**config.mk**
```make
export PLATFORM = sky130hd
export DESIGN_NAME = nlp_uop_executor
export DESIGN_NICKNAME = d
export VERILOG_FILES = /design/src/rtl/nlp_uop_executor.sv
export SDC_FILE = /design/constraint.sdc
export NUM_CORES = 1
export LEC_CHECK = 0
export BUFFER_PORTS_ARGS = -buffer_cell sky130_fd_sc_hd__buf_2
export CAP_MARGIN = 20
export CORE_UTILIZATION = 58
export CTS_CLUSTER_SIZE = 8
export DETAILED_ROUTE_END_ITERATION = 10
export GPL_TIMING_DRIVEN = 0
export MAX_ROUTING_LAYER = met4
export PLACE_DENSITY = 0.77
export SLEW_MARGIN = 20
export SYNTH_ARGS = -nofsm -noshare
export SYNTH_HDL_FRONTEND = slang
export SYNTH_SLANG_ARGS = --single-unit
```
**constraint.sdc**
```tcl
create_clock -name i_clk -period 3.3 [get_ports i_clk]
set_clock_uncertainty 0.15 [all_clocks]
set_input_delay 0.66 -clock i_clk [delete_from_list [all_inputs] [get_ports i_clk]]
set_output_delay 0.66 -clock i_clk [all_outputs]
set_load 0.01 [all_outputs]
```
**src/rtl/nlp_uop_executor.sv**
```systemverilog
// nlp_uop_executor: register file, ALU operand/write-back and req/ack memory bus for decoder micro-ops
module nlp_uop_executor #(
  parameter logic [15:0] SP_RESET = 16'h0000,
  parameter logic [15:0] IP_RESET = 16'h0000,
  parameter int          TIMEOUT  = 255
) (
  input  logic        i_clk,
  input  logic        i_rst_n,
  input  logic        i_uop_valid,
  output logic        o_uop_ready,
  input  logic [5:0]  i_alu_op,
  input  logic [3:0]  i_s1,
  input  logic [3:0]  i_s2,
  input  logic [3:0]  i_dest,
  input  logic        i_mem_rd,
  input  logic        i_mem_wr,
  output logic [5:0]  o_alu_op,
  output logic [15:0] o_alu_a,
  output logic [15:0] o_alu_b,
  input  logic [15:0] i_alu_y,
  input  logic [15:0] i_alu_flags,
  output logic        o_mem_req,
  output logic        o_mem_we,
  output logic [15:0] o_mem_addr,
  output logic [15:0] o_mem_wdata,
  input  logic        i_mem_ack,
  input  logic [15:0] i_mem_rdata,
  output logic [15:0] o_ir1,
  output logic [15:0] o_ir2,
  output logic [15:0] o_ir3,
  output logic [15:0] o_ip,
  output logic [15:0] o_sp,
  output logic [15:0] o_flags,
  output logic        o_err
);
  typedef enum logic {IDLE, MEM} state_t;
  state_t      state_q, state_d;
  logic [15:0] regs [16];
  logic [7:0]  cnt_q;
  logic        we_q;
  logic [3:0]  dest_q;
  logic [15:0] addr_q, wdata_q;
  logic        acc, alu_wr, mem_acc, ill, flag_wr, tmo, rd_wr;
  always_comb begin
    acc     = state_q == IDLE && i_uop_valid;
    alu_wr  = acc && !i_mem_rd && !i_mem_wr;
    mem_acc = acc && (i_mem_rd ^ i_mem_wr);
    ill     = acc && i_mem_rd && i_mem_wr;
    flag_wr = alu_wr && i_alu_op != 6'h00 && i_dest != 4'd2;
    tmo     = state_q == MEM && !i_mem_ack && cnt_q == 8'(TIMEOUT - 1);
    rd_wr   = state_q == MEM && i_mem_ack && !we_q;
    state_d = mem_acc ? MEM : (state_q == MEM && (i_mem_ack || tmo)) ? IDLE : state_q;
  end
  always_ff @(posedge i_clk or negedge i_rst_n) begin
    if (!i_rst_n) begin
      state_q <= IDLE;
      cnt_q   <= '0;
      o_err   <= 1'b0;
      we_q    <= 1'b0;
      dest_q  <= '0;
      addr_q  <= '0;
      wdata_q <= '0;
    end else begin
      state_q <= state_d;
      cnt_q   <= (state_q == MEM && !i_mem_ack && !tmo) ? cnt_q + 8'd1 : 8'd0;
      if (ill || tmo) o_err <= 1'b1;
      if (mem_acc) begin
        addr_q  <= i_s2 == 4'd15 ? regs[13] : regs[i_s2];
        wdata_q <= regs[i_s1];
        we_q    <= i_mem_wr;
        dest_q  <= i_dest;
      end
    end
  end
  // r15 is reset to zero and never written, so it reads as ZR on every port
  always_ff @(posedge i_clk or negedge i_rst_n) begin
    if (!i_rst_n) begin
      for (int i = 0; i < 16; i++)
        regs[i] <= i == 13 ? IP_RESET : i == 14 ? SP_RESET : 16'h0000;
    end else begin
      if (flag_wr) regs[2] <= i_alu_flags;
      if (alu_wr && i_dest != 4'd15) regs[i_dest] <= i_alu_y;
      if (rd_wr && dest_q != 4'd15) regs[dest_q] <= i_mem_rdata;
    end
  end
  assign o_uop_ready = state_q == IDLE;
  assign o_alu_op    = i_alu_op;
  assign o_alu_a     = regs[i_s1];
  assign o_alu_b     = regs[i_s2];
  assign o_mem_req   = state_q == MEM;
  assign o_mem_we    = o_mem_req && we_q;
  assign o_mem_addr  = addr_q;
  assign o_mem_wdata = wdata_q;
  assign o_ir1       = regs[1];
  assign o_ir2       = regs[0];
  assign o_ir3       = regs[3];
  assign o_flags     = regs[2];
  assign o_ip        = regs[13];
  assign o_sp        = regs[14];
endmodule

```
* Word-level counts from Yosys, hierarchy flattened
Index checks and enable logic that the tools add are counted.
Word-level totals: input port bits 72, logic and storage cells 88, output and inout bits 170, flip-flop bits (word level) 303
Cells by class: order comparisons 6, reductions and logical operators 28, bitwise gates (word level) 6, eq/ne operators 5, mux-type cells 19, add/subtract/negate cells 1
Operator list (count):
- bitwise mux 256 bit | 2
- 2-to-1 mux 256 bit | 2
- binary-select mux 16 bit (select 4 bit) | 2
- demux 16 bit (select 4 bit) | 2
- 2-to-1 mux 16 bit | 8
- >= comparator 5 bit, second input constant | 4
- inverter 4 -> 5 bit | 4
- logical AND 1 bit | 19
- < comparator 5 x 1 -> 1 bit, second input constant | 2
- adder 8 x 1 -> 8 bit, second input constant | 1
- equality test 8 bit, second input constant | 1
- 2-to-1 mux 8 bit | 1
- != test 4 bit, second input constant | 2
- nonzero test 6 bit | 1
- logical NOT 1 bit | 5
- equality test 4 bit, second input constant | 1
- != test 4 x 2 -> 1 bit, second input constant | 1
- logical OR 1 bit | 2
- 2-to-1 mux 1 bit | 2
- nonzero test 2 bit | 1
- inverter 1 bit | 1
- XOR 1 bit | 1

* Longest topological paths before layout
Gate-level depths: netlist of the first run.
depth in word-level cells 11, mapped depth 8

* Worst setup path before layout of the first run
Ideal clock, no wire load.
path kind in2out, start in i_s2[1], end out o_alu_b[10], slack 0.189 ns, stages 5, arrival time 2.301 ns, buffers on the path 2, path through buf_2 buf_1 mux4_2 o21ai_0 nand2_1
Between the ends: cells in the longest elaborated chain, start to end 4
RTL lines:
- start, declared | line 13 | input logic [3:0] i_s2,
- inverter 4 -> 5 bit (not written as such) | line 89 | assign o_alu_b = regs[i_s2];
- binary-select mux 16 bit (select 4 bit) | line 89
- 2-to-1 mux 16 bit (not written as such) (2 in a row) | line 89
- end, declared | line 19 | output logic [15:0] o_alu_b,
Every way passes these cells. The select of a mux whose other input is x is not followed.

* Worst setup path after layout of the first run
start in i_s1[0], end out o_alu_a[0]
Between the ends: cells in the longest elaborated chain, start to end 4
RTL lines:
- start, declared | line 12 | input logic [3:0] i_s1,
- inverter 4 -> 5 bit (not written as such) | line 88 | assign o_alu_a = regs[i_s1];
- binary-select mux 16 bit (select 4 bit) | line 88
- 2-to-1 mux 16 bit (not written as such) (2 in a row) | line 88
- end, declared | line 18 | output logic [15:0] o_alu_a,
Every way passes these cells. The select of a mux whose other input is x is not followed.

==> qor.yml, run 1 <==
dpl_worst_slack_ns: -1.07
final-setup-viol-count: 1
area_growth_syn_to_layout_pct: 17.3
synth_area_um2: 19100
syn_nets: 1925
cts_tree: "built"
avgSynthCellArea_um2: 10.3
synth_edf_count: 0
synth_flop_cell: "dfrtp_1"
routed_via_density: 6.42
critPathLaunchType: "primary input"
drv_slew: 0
power_frac_comb_pct: 34.3
path_class: "in -> out"
synthTopCellsByArea: "dfrtp_1 (40%), mux2i_1 (19%), mux4_2 (9.5%)"
layout_setup_ws_ns: -0.0180
htree_levels: 2
syn-instance-count: 1851
synth_cell_types: 47
synthTopCellsByCount: "mux2i_1 (368), dfrtp_1 (303), nand2_1 (182), o21ai_0 (141), clkbuf_1 (127)"
routabilityCongestion: 0.990
clk_pin_slew_ns: 0.05
die_w_um: 183
crit_arrival_ns: 2.51
clock_power_share_pct: 25.9
synth_top_area_share_pct: 39.8
core-area_um2: 32500
ant_nets: 0
route.detailed.drc: 0
status: "complete, but fails checks"
leakage_nw: 10.5
finalHoldViolCount: 0
grt_pass1_wl_um: 99100
hold-worst-slack_ns: 0.222
worst_pin_slew_ns: 0.967
io_buffer_count: 235
die_y_um: 183
power_density_nw_per_um2: 688
max-slew-margin-rel_pct: 35.1
drt_first_iter_violations: 1927
power_frac_seq_pct: 39.8
r2r-start: "o_mem_req$_DFFE_PN0P_"
ys_warn_count: 0
cts_root_buf: "clkbuf_16"
path_max_fanout: 10
vdd_ir_drop_max_mv: 0.397
synthArstFlopShare_pct: 100
final.period_utilization_pct: 101
dieArea_um2: 33600
seq_area_frac_synth_pct: 39.8
synth_seq_cells: 303
finalCriticalPeriod_ns: 3.32
setup_tns_ns: -0.0180
p_switching_mw: 5.39
clock_latency_ns: 0.54
synth_area_leader_cell: "dfrtp_1"
hp-start: "i_mem_ack"
fin_nets: 2210
wl_per_cell_um: 25.8
dpl.hpwl_um: 52200
rsz0062_at_grt: "no"
grt_pass1_vias: 15700
violations: "setup timing"
intPower_mw: 9.98
vias: 16600
cts_buffers: 43
grt_usage_pct: 41.2
clockBufferDepth: 3
overflow: 0
dr.pass1.iters: 5
grt_max_degree: 98
swShare_pct: 35.1
worstHoldPathType: "in -> reg"
finalWirelength_um: 66700
cp.required_ns: 2.49
grt_antenna_before_repair: 2
synth.most_common_cell: "mux2i_1"
start_util_pct: 58.7
fmax_mhz: 301
end_kind: "primary output"
maxCapViolCount: 0
critical_path.startpoint: "i_s1[0]"
rows: 66
drive_above_1_share_pct: 29.2
clkSinkCount: 303
ioPinCount: 242
[routing by layer]
metal	vias up	global-route usage (%)	part of all wire [%]
met1	8240	55.3	40
met3	141	10.8	12
met5	-	-	0
met2	1017	61.3	45
li1	7184	-	-
met4	0	12.8	2.9
[state kept, by name (all words and copies together) (netlist names)]
name and count:
o_err 1, we_q 1, dest_q 4, cnt_q 8, o_ir2 16, o_mem_addr 16, o_mem_req 1, o_sp 16
regs 160, o_flags 16, o_ir3 16, o_mem_wdata 16, o_ip 16, o_ir1 16
[logic make-up after synthesis]
family / count (synthesis) / share of synthesized area (%)
multiplexers: 468 / 30.0
AND/OR/NAND/NOR: 418 / 10.1
AO/OA/AOI/OAI: 360 / 11.4
flip-flops: 303 / 39.8
buffers and inverters: 293 / 8.38
XOR/XNOR: 7 / 0.322
adder cells (fa/ha/maj): 2 / 0.131
[what timing repair did]
item,CTS,global route
buffers inserted,0,0
endpoints found under the setup margin,32,31
hold buffers,1,0
gates resized for setup,86,43
gates cloned,0,0
endpoints found under the hold margin,47,0
pin swaps,0,0
[power groups by stage]
stage | clock, mW | sequential, mW | combinational, mW
2_1_floorplan | 0 | 5.69 | 3.41
3_3_place_gp | 0 | 6.00 | 4.90
3_5_place_dp | 0 | 6.08 | 5.05
4_1_cts | 3.97 | 6.04 | 5.14
5_1_grt | 4.12 | 6.22 | 5.66
6_report | 3.98 | 6.12 | 5.28
[area by class of cell]
class / instances / area [um^2]
Multi-Input combinational cell: 1255 / 10100
Buffer: 289 / 1710
Antenna cell: 2 / 5.00
Timing Repair Buffer: 240 / 1290
Sequential cell: 303 / 7580
Clock buffer: 46 / 1130
Inverter: 4 / 15.0
Tap cell: 442 / 553
Fill cell: 2558 / 10100
[per-stage QoR]
| step | power, mW | std cells | utilization (%) | instance area, um^2 |
|---|---|---|---|---|
| floorplan | 9.09 | 1851 | - | 19100 |
| global placement | 10.9 | 2528 | 64.1 | 20800 |
| detailed placement | 11.1 | 2532 | 64.4 | 20900 |
| CTS | 15.2 | 2579 | 68.4 | 22200 |
| global route | 16.0 | 2581 | 68.9 | 22300 |
| finish | 15.4 | 2581 | 68.9 | 22300 |
[worst max-delay path: stages]
cell and delay, ns:
buf_1 0.32, clkdlybuf4s15_1 0.82, mux2i_1 0.16, mux2i_1 0.34, buf_2 0.20
[worst paths after layout]
| kind | slack, ns | depth (start not counted) | to |
|---|---|---|---|
| worst max register to register | 0.33 | 7 | regs[107]$_DFF_PN0_ |
| min in group asynchronous | 0.46 | 2 | o_mem_addr[7]$_DFFE_PN0P_ |
| worst min-delay path | 0.22 | 2 | o_err$_DFFE_PN0P_ |
| max in group asynchronous | 1.29 | 4 | regs[112]$_DFF_PN0_ |
| worst max-delay path | -0.02 | 5 | o_alu_a[0] |
| worst min register to register | 0.33 | 1 | regs[2]$_DFF_PN0_ |
[layout by cell type, fill, tap and decap left out, drive strengths merged, types with 2 or more instances in the layout]
cell           instances
buf                  397
o21ai                147
a31oi                  2
nand4                  4
or4b                   3
o221a                 16
a221oi                16
nor2b                  7
nor3                  10
inv                    4
diode                  2
a22oi                 16
clkdlybuf4s15          3
nand2b                 6
mux4                  80
and4                   3
nand2                182
a22o                  16
ha                     2
a211oi                16
mux2                  20
mux2i                368
nor4                   5
a21oi                114
nor4b                  3
nand3                 41
nand3b                18
clkbuf               174
xnor2                  2
nor2                 126
xor2                   5
dfrtp                303
a41oi                 16
or4                    4
and2                   2
No activity file was read; power rests on OpenSTA's default activity.
==> inputs of run 2 (changes only) <==
Settings changed: CELL_PAD_IN_SITES_DETAIL_PLACEMENT set to 1, CELL_PAD_IN_SITES_GLOBAL_PLACEMENT set to 1, CORE_UTILIZATION 58 to 46, CTS_CLUSTER_DIAMETER set to 150, PLACE_DENSITY 0.77 to 0.78.
==> run 2 against run 1 <==
The flow still finishes with violations (setup timing). Sequential cell count unchanged. Cell area up 0.34%. Total power increased by 0.81%. Combinational power increased by 2%. Die area is 26% higher. Register-to-register slack worse by 0.07 ns. Non-clock buffer count stayed put. Hold slack worse by 0.034 ns. Clock power hardly changed. Routed wire length is 13% higher. Highest routed layer unchanged.
==> qor.yml, run 2 (synthesis results as in run 1) <==
status: "complete, but fails checks"
violations: "setup timing"
antenna_cells: 0  # -2
htree_levels: 2  # unchanged
grt_max_degree: 93  # -5.1%
setup_tns_ns: -0.0473  # -0.0293 ns
vdd_ir_drop_max_mv: 0.387  # -2.5%
hold-worst-slack_ns: 0.188  # -0.0338 ns
clkSinkCount: 303  # unchanged
fin_nets: 2210  # unchanged
fmax_mhz: 299  # -0.88%
worst_pin_slew_ns: 1.05  # +0.0850 ns
dpl_worst_slack_ns: -1.23  # -0.153 ns
layout_commonest_cell: "mux2i_1"
clockBufferDepth: 3  # unchanged
drt_first_iter_violations: 1353  # -30%
drive_above_1_share_pct: 28.9  # -0.27 points
grt_usage_pct: 37.3  # -4.0 points
p_total_mw: 15.5  # +0.81%
critPathMaxStageDelay_ns: 0.63  # -0.19 ns
finalHoldViolCount: 0  # unchanged
dieArea_um2: 42200  # +26%
area_growth_syn_to_layout_pct: 17.7
power_density_nw_per_um2: 691  # +0.46%
cts_root_buf: "clkbuf_16"
leakage_nw: 10.5  # +0.12%
top_register: "regs"
core-area_um2: 40800  # +26%
crit_chain: "buf_1 -> clkdlybuf4s15_2 -> mux2i_1 -> mux2i_1 -> buf_2"
die_y_um: 206  # +12%
cp.required_ns: 2.49  # about the same
cp-endpoint: "o_alu_a[13]"
path_max_fanout: 10  # unchanged
dpl.hpwl_um: 59000  # +13%
fin_util_pct: 54.9  # -14 points
end_kind: "primary output"
routed_via_density: 6.22  # -3.1%
ioPinCount: 242  # unchanged
critPathLaunchType: "primary input"
ff2ff_path_depth: 7  # unchanged
multi_input_area_um2: 10100  # about the same
die_w_um: 206  # +12%
critical_path.startpoint: "i_s1[0]"
routabilityCongestion: 0.941  # -4.9%
max-slew-margin-rel_pct: 29.3  # -5.7 points
grt_pass1_vias: 17100  # +9.1%
cp_num_cells: 5  # unchanged
final.period_utilization_pct: 101  # +0.89 points
worstHoldPathType: "in -> reg"
cts_buffers: 43  # unchanged
layout_setup_ws_ns: -0.0473  # -0.0293 ns
vias: 16600  # +0.13%
timing.rr.end: "regs[106]$_DFF_PN0_"
largest_reg_flops: 160  # unchanged
maxCapViolCount: 0  # unchanged
cp_common_cell: "mux2i_1"
most-common-layout-cells: "mux2i_1 (368), dfrtp_1 (303), buf_2 (260)"
finalCriticalPeriod_ns: 3.35  # +0.0293 ns
ff_latch_area_um2: 7580  # unchanged
clk_pin_slew_ns: 0.05  # about the same
io_buffer_count: 235  # unchanged
start_util_pct: 46.7  # -12 points
crit_family: "buffers and inverters"
final-setup-viol-count: 1  # unchanged
n_fill_cell: 4538  # +77%
cts_tree: "built"
route.detailed.drc: 0  # unchanged
finalWirelength_um: 75300  # +13%
wl_per_cell_um: 28.2  # +9.3%
slowest_stage: "clkdlybuf4s15_2"
r2r-start: "o_mem_req$_DFFE_PN0P_"
crit_arrival_ns: 2.54  # +0.03 ns
grt_antenna_before_repair: 0  # -2
grt_pass1_wl_um: 112000  # +13%
rows: 74  # +12%
drv_slew: 0  # unchanged
rsz0062_at_grt: "yes"
path_class: "in -> out"
dr.pass1.iters: 6  # +1
overflow: 0  # unchanged
ant_nets: 0  # unchanged
post-cts-setup-buffer-count: 0  # unchanged
path_buf_inv: 3  # unchanged
r2r_slack_ns: 0.26  # -0.07 ns
clock_latency_ns: 0.56  # +0.02 ns
## run 2: layout make-up
type	count	area share, %
multi-input cells	1255	44.9
plain buffers	289	7.64
repair buffers	240	5.72
flip-flops and latches	303	33.8
inverters	4	0.0670
clock inverters	1	0.0391
well taps	532	2.97
clock buffers	44	4.82
## run 2: how the worst min path moves through the flow
| stage | from | endpoint | slack [ns] | cells past startpoint |
|---|---|---|---|---|
| 2_1_floorplan | i_rst_n | cnt_q[0]$_DFF_PN0_ | 0.21 | 0 |
| 4_1_cts | i_mem_ack | o_err$_DFFE_PN0P_ | 0.17 | 2 |
| 5_1_grt | i_mem_ack | o_err$_DFFE_PN0P_ | 0.18 | 2 |
| 3_3_place_gp | regs[8]$_DFF_PN0_ | regs[8]$_DFF_PN0_ | 0.31 | 1 |
| 3_5_place_dp | regs[2]$_DFF_PN0_ | regs[2]$_DFF_PN0_ | 0.33 | 1 |
| 6_report | i_mem_ack | o_err$_DFFE_PN0P_ | 0.19 | 2 |
## run 2: through the flow
| step | area, um^2 | std cells |
|---|---|---|
| 2_1_floorplan | 19100 | 1851 |
| 3_3_place_gp | 20900 | 2618 |
| 3_5_place_dp | 21000 | 2622 |
| 4_1_cts | 22300 | 2668 |
| 5_1_grt | 22400 | 2668 |
| 6_report | 22400 | 2668 |
## run 2: per-layer routing
metal  vias up  GRT usage, %  part of all wire, %
li1       7153             -                    -
met5         -             -                    0
met1      8562          49.8                   42
met2       752          57.4                   47
met4         0          11.5                  2.9
met3       137          6.98                  8.5
## run 2: power breakdown
group          switching (mW)  internal (mW)
combinational            2.64           2.72
sequential               1.30           4.87
clock                    1.68           2.28
## run 2: repair_timing
action	CTS	global route
hold endpoints to repair	32	0
pin swaps	0	1
setup endpoints to repair	34	23
gates resized for setup	96	39
hold buffers	1	0
==> inputs of run 3 (changes only) <==
Settings changed: PLACE_DENSITY 0.78 to 0.81.
==> run 3 against run 2 <==
The run still ends with setup timing left. Setup slack better by 0.042 ns. Critical path type unchanged. Non-clock buffer count stayed put. Largest power group unchanged. Cell area is 0.26% higher. Register-to-register slack worse by 0.15 ns. Largest cell class unchanged. Critical path depth is 1 higher.
==> qor.yml, run 3 (synthesis results as in run 1) <==
crit_arrival_ns: 2.50  # -0.04 ns
largest_reg_flops: 160  # unchanged
rows: 74  # unchanged
max-slew-margin-rel_pct: 22.2  # -7.2 points
cts_root_buf: "clkbuf_16"
place_area_um2: 21000  # about the same
cts_buffers: 43  # unchanged
drt_first_iter_violations: 1451  # +7.2%
clockBufferDepth: 3  # unchanged
end_kind: "primary output"
finalWirelength_um: 77200  # +2.4%
rsz0062_at_grt: "no"
status: "complete, but fails checks"
layout_setup_ws_ns: -0.00510  # +0.0422 ns
p_total_mw: 15.8  # +1.7%
grt_usage_pct: 38.3  # +1.0 points
final.period_utilization_pct: 100  # -1.3 points
clock_latency_ns: 0.60  # +0.04 ns
final_cell_area_um2: 22500  # +0.26%
drive_above_1_share_pct: 29.0  # +0.066 points
routed_via_density: 6.29  # +1.0%
violations: "setup timing"
finalCriticalPeriod_ns: 3.31  # -0.0422 ns
slowest_stage: "mux4_2"
most-common-layout-cells: "mux2i_1 (367), dfrtp_1 (303), buf_2 (263)"
path_max_fanout: 10  # unchanged
routabilityCongestion: 0.965  # +2.6%
ioPinCount: 242  # unchanged
leakage_nw: 10.6  # +0.24%
grt_max_degree: 94  # +1.1%
hp-start: "i_mem_ack"
die_w_um: 206  # unchanged
worstHoldPathType: "in -> reg"
top_register: "regs"
min_path_cells: 2  # unchanged
crit_chain: "buf_4 -> buf_6 -> mux4_2 -> mux2i_1 -> mux2i_2 -> buf_2"
grt_antenna_before_repair: 1  # +1
power_density_nw_per_um2: 700  # +1.4%
holdPathEnd: "o_err$_DFFE_PN0P_"
dpl.hpwl_um: 59000  # about the same
start_util_pct: 46.7  # unchanged
r2r_slack_ns: 0.11  # -0.15 ns
critPathLaunchType: "primary input"
layout_commonest_cell: "mux2i_1"
area_growth_syn_to_layout_pct: 18.0
io_buffer_count: 235  # unchanged
core-area_um2: 40800  # unchanged
worst_pin_slew_ns: 1.17  # +0.115 ns
path_class: "in -> out"
vias: 16800  # +1.1%
die_y_um: 206  # unchanged
wl_per_cell_um: 28.9  # +2.3%
r2r-start: "o_mem_req$_DFFE_PN0P_"
clk_pin_slew_ns: 0.05  # about the same
dieArea_um2: 42200  # unchanged
final-setup-viol-count: 1  # unchanged
dr.pass1.iters: 5  # -1
route.detailed.drc: 0  # unchanged
fin_nets: 2210  # unchanged
drv_slew: 0  # unchanged
cts_tree: "built"
grt_pass1_wl_um: 114000  # +2.2%
cp.required_ns: 2.49  # about the same
vdd_ir_drop_max_mv: 0.343  # -11%
fmax_mhz: 303  # +1.3%
fin_cells: 2671  # +0.11%
grt_pass1_vias: 17500  # +2.2%
clkSinkCount: 303  # unchanged
maxCapViolCount: 0  # unchanged
dp_cells: 2622  # unchanged
finalHoldViolCount: 0  # unchanged
htree_levels: 2  # unchanged
overflow: 0  # unchanged
ant_nets: 0  # unchanged
timing.rr.end: "regs[104]$_DFF_PN0_"
hold-worst-slack_ns: 0.153  # -0.0350 ns
setup_tns_ns: -0.00510  # +0.0422 ns
critPathMaxStageDelay_ns: 0.56  # -0.07 ns
ff2ff_path_depth: 7  # unchanged
run 3: stage by stage:
step	utilization, %	setup slack, ns
global placement	51.2	-4.56
global route	55.1	0.00423
floorplan	-	0.189
finish	55.1	-0.00510
CTS	54.9	0.00632
detailed placement	51.4	-1.31
run 3: worst max path at each step:
stage	from	cells past startpoint	to	slack, ns
after global routing	i_s2[1]	9	o_alu_b[9]	0.004
after floorplan	i_s2[1]	5	o_alu_b[10]	0.19
after CTS	i_s2[2]	8	o_alu_b[10]	0.006
after detailed placement	i_s2[2]	7	o_alu_b[0]	-1.31
final	i_s1[1]	6	o_alu_a[14]	-0.005
after global placement	i_rst_n	1	o_ir2[1]$_DFF_PN0_	-4.56
run 3: layout make-up:
type | instances | area [um^2]
fill | 4586 | 18300
multi-input combinational | 1255 | 10100
sequential | 303 | 7580
buffer | 289 | 1710
timing repair buffer | 240 | 1280
clock buffer | 46 | 1130
tap | 532 | 666
clock inverter | 1 | 20.0
inverter | 4 | 15.0
antenna | 1 | 2.50
run 3: where the power goes:
group	total, mW	internal [mW]	leakage [nW]	switching, mW
clock network	4.12	2.39	0.566	1.73
registers	6.19	4.87	3.94	1.32
logic	5.44	2.72	6.05	2.72
run 3: routing by layer:
metal | vias to the layer above | track usage [%] | wire length [um]
li1 | 7151 | - | -
met1 | 8606 | 49.4 | 31400
met2 | 842 | 59.0 | 36400
met3 | 193 | 8.49 | 6520
met4 | 0 | 13.9 | 2800
met5 | - | - | 0
run 3: timing repair:
action / 4_1_cts / 5_1_grt
hold endpoints to repair: 42 / 0
cloned: 0 / 0
endpoints found under the setup margin: 34 / 23
resized for setup: 106 / 25
hold buffers: 1 / 0
buffers inserted: 0 / 0
run 3: critical path, delay by kind of cell:
family / cells / cell delay [ns]
mux: 3 / 1.07
buf+inv: 3 / 0.75
